File: config.mk
export PLATFORM = sky130hd
export DESIGN_NAME = bin2bcd_seq
export DESIGN_NICKNAME = d
export VERILOG_FILES = /design/src/rtl/bin2bcd_seq.sv
export SDC_FILE = /design/constraint.sdc
export NUM_CORES = 1
export LEC_CHECK = 0
export CAP_MARGIN = 10
export CORE_ASPECT_RATIO = 2
export CORE_UTILIZATION = 54
export DETAILED_ROUTE_END_ITERATION = 8
export GPL_TIMING_DRIVEN = 0
export PLACE_DENSITY = 0.75
export RECOVER_POWER = 50
export SETUP_SLACK_MARGIN = 0.05
export SYNTH_ARGS = -nofsm -noshare
export SYNTH_HDL_FRONTEND = slang
export SYNTH_SLANG_ARGS = --single-unit
export TNS_END_PERCENT = 1
File: constraint.sdc
create_clock -name clk -period 2.4 [get_ports clk]
set_clock_uncertainty 0.15 [all_clocks]
set_input_delay 0.48 -clock clk [delete_from_list [all_inputs] [get_ports clk]]
set_output_delay 0.48 -clock clk [all_outputs]
set_load 0.03 [all_outputs]
File: src/rtl/bin2bcd_seq.sv
// bin2bcd_seq: multi-cycle binary-to-BCD converter (double dabble, one bit per clock)
// with start/busy/done handshake, saturating overflow and optional all-ones blank code.
module bin2bcd_seq #(
    parameter int BIN_W         = 12,
    parameter int DIGITS        = 4,
    parameter bit BLANK_ON_ONES = 1'b1
) (
    input  logic                  clk,
    input  logic                  rst_n,
    input  logic                  start,
    input  logic [BIN_W-1:0]      bin_in,
    output logic                  busy,
    output logic                  done,
    output logic [4*DIGITS-1:0]   bcd_out,
    output logic                  overflow
);
    localparam int BW = 4 * DIGITS;
    localparam int CW = $clog2(BIN_W + 1);

    typedef enum logic {IDLE, SHIFT} state_t;

    state_t          state, state_n;
    logic [BIN_W-1:0] sr;
    logic [BW-1:0]    scr, adj, scr_sh;
    logic [CW-1:0]    cnt;
    logic             ovf, ovf_sh, blank, last;

    always_ff @(posedge clk or negedge rst_n)
        if (!rst_n) state <= IDLE;
        else        state <= state_n;

    always_comb begin
        adj = '0;
        for (int k = 0; k < DIGITS; k++)
            adj[4*k +: 4] = scr[4*k +: 4] >= 4'd5 ? scr[4*k +: 4] + 4'd3 : scr[4*k +: 4];
        scr_sh  = {adj[BW-2:0], sr[BIN_W-1]};
        ovf_sh  = ovf | adj[BW-1];
        last    = cnt == CW'(1);
        state_n = state == IDLE ? (start ? SHIFT : IDLE) : (last ? IDLE : SHIFT);
    end

    assign busy = state == SHIFT;

    // A bit leaving the top digit means the value needs more than DIGITS digits.
    always_ff @(posedge clk or negedge rst_n)
        if (!rst_n) begin
            sr       <= '0;
            scr      <= '0;
            cnt      <= '0;
            ovf      <= 1'b0;
            blank    <= 1'b0;
            done     <= 1'b0;
            bcd_out  <= '0;
            overflow <= 1'b0;
        end else begin
            done <= 1'b0;
            if (state == IDLE) begin
                if (start) begin
                    sr    <= bin_in;
                    scr   <= '0;
                    ovf   <= 1'b0;
                    cnt   <= CW'(BIN_W);
                    blank <= BLANK_ON_ONES && (&bin_in);
                end
            end else begin
                sr  <= sr << 1;
                scr <= scr_sh;
                ovf <= ovf_sh;
                cnt <= cnt - 1'b1;
                if (last) begin
                    done     <= 1'b1;
                    bcd_out  <= blank ? '1 : ovf_sh ? {DIGITS{4'h9}} : scr_sh;
                    overflow <= !blank && ovf_sh;
                end
            end
        end
endmodule

* After elaboration in Yosys (flattened, before gate mapping) *
Index checks and enable logic that the tools add are counted.

storage, ports and cells
  bits in registers = 53
  logic and storage cells = 46

operators by class
  magnitude comparators = 4
  add/sub/neg operators = 5
  muxes and demuxes = 19
  bitwise gates (word level) = 2
  equal/unequal tests = 1
  reduce and logical (&&, ||, !) cells = 6

operators with widths
  operator                                             count
  two-way mux 16 bit                                   4
  two-way mux 12 bit                                   2
  two-way mux 4 bit                                    6
  adder 4 x 2 -> 4 bit, second input constant          4
  >= comparator 4 x 3 -> 1 bit, second input constant  4
  AND reduction 12 bit                                 1
  two-way mux 1 bit                                    7
  == test 4 x 1 -> 1 bit, second input constant        1
  AND reduction 2 bit                                  2
  subtractor 4 x 1 -> 4 bit, second input constant     1
  nonzero test 2 bit                                   1
  logical AND 1 bit                                    1
  logical NOT 1 bit                                    1
  inverter 1 bit                                       1
  bitwise OR 1 bit                                     1

* Depth between registers and ports, before layout *
  depth in word-level cells = 5
  mapped depth = 8
  depth with buffers taken out = 7

* Worst setup path before layout *
OpenSTA, ideal clock, no wires.

  path kind = reg2reg
  start point = reg scr[12]
  end point = reg bcd_out[11]
  setup slack = 0.705 ns
  cell stages (with the launch flop) = 9
  arrival = 1.463 ns
  period minus slack after synthesis = 1.695 ns
  buffers on the path = 1
  path through = dfrtp_1 > inv_1 > ha_1 > nand2b_1 > nand2_1 > o31a_1 > nor2b_4 > buf_6 > a31oi_1

between the ends
  cells in the longest elaborated chain, start to end = 5
  elaborated cells between the ends (all ways) = 6
  those cells by class = add/sub: 1; order compare: 1; mux: 3; bitwise: 1

ends and longest elaborated chain
  element                                                                      RTL line  RTL
  start, declared                                                              24        logic [BW-1:0] scr, adj, scr_sh;
  start signal, assigned                                                       67        scr <= scr_sh;
  adder 4 x 2 -> 4 bit / >= comparator 4 x 3 -> 1 bit (equally long branches)  35        adj[4*k +: 4] = scr[4*k +: 4] >= 4'd5 ? scr[4*k +: 4] + 4'd3 : scr[4*k +: 4];
  two-way mux 4 bit *                                                          35
  bitwise OR 1 bit *                                                           37        ovf_sh = ovf | adj[BW-1];
  two-way mux 16 bit * (2 in a row)                                            72        bcd_out <= blank ? '1 : ovf_sh ? {DIGITS{4'h9}} : scr_sh;
  end signal, assigned                                                         72
  end, declared                                                                14        output logic [4*DIGITS-1:0] bcd_out,

Every way passes the cells marked *; elsewhere a longest branch is shown, timed or not.
A chain may end at the register's enable or synchronous reset.

* Worst setup path after layout *
  start point = reg state, in the netlist busy
  end point = out busy

RTL lines
  element                 RTL line  RTL
  start, declared         22        state_t state, state_n;
  start signal, assigned  30        else state <= state_n;
  end, declared           12        output logic busy,

No word-level cell between the ends.

==> metrics.md <==
| Metric | Value |
|---|---|
| Post-CTS resize count | 0 |
| Initial antenna violation count | 0 |
| Final instance area | 3065 µm² |
| CP endpoint kind | output pin |
| Drt pass-1 iters | 4 |
| Sw Ratio | 42.96% |
| Setup TNS | 0 ns |
| Number of I/O port buffers | 33 |
| Cell row count | 35 |
| Routed WL | 5776 µm |
| Detailed placement HPWL | 4324 µm |
| CTS max path bufs | 2 |
| Synth area leader | dfrtp_1 |
| Share of layout cells above drive strength 1 | 6.149% |
| Core Region | 4598 µm² |
| Largest net degree at the start of global routing | 37 |
| CP Launch Type | flip-flop |
| Post-synthesis sequential area ratio | 51.73% |
| Hold Path Stages | 2 |
| R2R depth | 5 |
| Critical path class | reg -> out |
| Root Buffer | clkbuf_8 |
| Placed Area | 2978 µm² |
| Yosys cell types | 30 |
| Period Utilization, post-route | 85.79% |
| Critical Path AT | 1.43 ns |
| Number of synthesized flops with an enable pin | 0 |
| Vias in the first global route | 2051 |
| Crit path required time | 1.77 ns |
| Tightest Pin Transition | 1.031 ns |
| Remaining antenna violation count | 0 |
| Syn_nets | 291 |
| Fmax | 0.4857 GHz |
| Peak VDD IR | 0.0007990 V |
| Initial Util | 55.76% |
| Inserted Clock Buffers | 5 |
| Num ports | 34 |
| Final Max Tran Viols | 0 |
| Most common cell in the synthesized netlist | dfrtp_1 |
| Setup Buffers After CTS | 0 |
| Antenna cells | 0 |
| Ys flop type | dfrtp_1 |
| CTS H-Tree Depth | 2 |
| Post-synthesis area per instance | 9.638 µm² |
| Critical Path Slowest Stage Cell | clkdlybuf4s50_1 |
| Critical Path Fanout Max | 3 |
| Worst hold start | sr[3] |
| R2R Setup Slk | 0.49 ns |
| CTS tree | done |
| Drc violations | 0 |
| Hold path endpoint | sr[4] |
| Synth warn | 0 |
| Synth Instances | 266 |
| DIE WIDTH | 50.72 µm |
| Leading cell types by count after synthesis | dfrtp_1, nand2_1, a21oi_1, nor2_1, o21ai_0 |
| Area Overhead vs Synth | 19.57% |
| Final min period | 2.059 ns |
| Logic pwr share | 50.6% |
| Ys async rst share | 100.0% |
| Share of the synthesized area in the top cell type | 51.73% |
| Vias | 2082 |
| Placer Congestion | 0.8502 |
| Lkg Pwr | 1.352 nW |
| FF+latch count, synth | 53 |
| Via density | 5.720 |
| Total track usage | 25.31% |
| Main area contributors after synthesis | dfrtp_1, mux2i_1, nand2_1, a21oi_1, ha_1 |
| First-pass GRT wire length | 9459 µm |
| Reg2Reg Capture Point | bcd_out[14] |
| Clk sinks | 53 |
| Relative slew slack | 31.29% |
| RSZ-0062 raised after global routing | false |
| Status | finished, final reports clean |
| Largest stage delay, worst path | 0.69 ns |
| Pwr dens | 1345 nW/µm² |
| Area occupied by multi-input gates | 1117 µm² |
| Reg power frac | 37.4% |
| CP bufs+invs | 1 |
| Die Area | 5044 µm² |
| Worst path cell trace | clkdlybuf4s50_1 |
| Drt first-iter violations | 71 |
| Top delay family on crit path | buffers and inverters |
| Hold Path Class | reg -> reg |
| Max-cap violations | 0 |
| Worst reg2reg path startpoint | cnt[1] |
| Register area | 1326 µm² |
| CTS clk-pin slew, worst paths | 0.09 ns |
| Final Hold Viols | 0 |
| Fillers | 388 |
| Net count, final | 333 |
| WL/cell | 15.87 µm |
| Grt ovf | 0 |
| Clk pwr share | 12.0% |
| Die Ht | 99.44 µm |
| Netlist area before placement | 2564 µm² |
| NetSw | 1.771 mW |
| Final setup fails | 0 |
| Int Pwr | 2.352 mW |
| Clock Latency Late Sink | 0.31 ns |
[layout make-up]
class | instances | share of cell area [%]
Buffer | 14 | 2.286
Clock buffer | 8 | 2.612
Inverter | 13 | 1.592
Multi-Input combinational cell | 186 | 36.45
Sequential cell | 53 | 43.27
Tap cell | 55 | 2.245
Timing Repair Buffer | 35 | 11.55
[flip-flops by register name (all words and copies together), names as in the netlist]
register / cells
bcd_out: 16
scr: 16
sr: 12
cnt: 4
blank: 1
busy: 1
done: 1
overflow: 1
ovf: 1
[per-stage QoR]
stage / std cells / hold WS, ns / setup WS (ns) / util (%) / total power [mW]
after floorplan: 266 / 0.03441 / 0.7049 / - / 2.981
after global placement: 354 / 0.3082 / -0.8770 / 64.44 / 3.582
after detailed placement: 355 / 0.2897 / 0.2024 / 64.76 / 3.653
after CTS: 364 / 0.3513 / 0.3569 / 66.72 / 4.141
after global routing: 364 / 0.3632 / 0.3248 / 66.67 / 4.428
final: 364 / 0.3488 / 0.3411 / 66.67 / 4.123
[how the worst max path moves through the flow]
stage          startpoint          end  slack, ns  cells after the start
6_report             busy         busy       0.34                      1
5_1_grt              busy         busy       0.32                      1
4_1_cts              busy         busy       0.36                      1
3_5_place_dp        start       cnt[1]       0.20                      4
3_3_place_gp        rst_n       cnt[3]      -0.88                      1
2_1_floorplan     scr[12]  bcd_out[11]       0.70                      8
[cell usage in the layout, fill, tap and decap left out, types with 2 or more instances in the layout]
master,n
nor2_1,25
dfrtp_1,53
mux2i_1,15
dlygate4sd3_1,2
nand2_1,40
nor3b_1,7
nand4_1,3
nor3_1,4
a31o_2,3
a31oi_1,6
a21oi_1,25
xnor2_1,6
clkbuf_1,8
o21ai_0,20
o31ai_1,6
o22ai_1,5
buf_2,5
inv_1,12
buf_1,3
nand2b_1,4
clkbuf_8,5
clkdlybuf4s50_1,31
ha_1,10
[what timing repair did]
| item | 4_1_cts | 5_1_grt |
|---|---|---|
| setup endpoints to repair | 0 | 0 |
| hold endpoints to repair | 17 | 0 |
| hold buffers | 1 | 0 |
[power groups by stage]
stage / Sequential (mW) / Clock (mW) / Combinational [mW]
4_1_cts: 1.54 / 0.497 / 2.11
3_3_place_gp: 1.55 / 0 / 2.04
3_5_place_dp: 1.56 / 0 / 2.10
6_report: 1.54 / 0.494 / 2.09
2_1_floorplan: 1.76 / 0 / 1.22
5_1_grt: 1.59 / 0.524 / 2.31
[cell families after synthesis]
kind of cell	share of synthesized area [%]
and+or+nand+nor	14.79
AOI/OAI and AO/OA	16.01
DFF	51.73
buffers and inverters	4.685
muxes	5.856
adders and majority gates	4.880
xor gates and xnor gates	2.050
[per-layer routing]
metal  vias up  wire (µm)  global-route usage [%]
met2        63       3080                   43.79
met3        21        185                   4.893
met5         -          0                       0
met4         0        326                   16.24
met1       997       2183                   27.20
li1       1001          -                       -
Note: power is estimated with default switching activity, not from simulation.
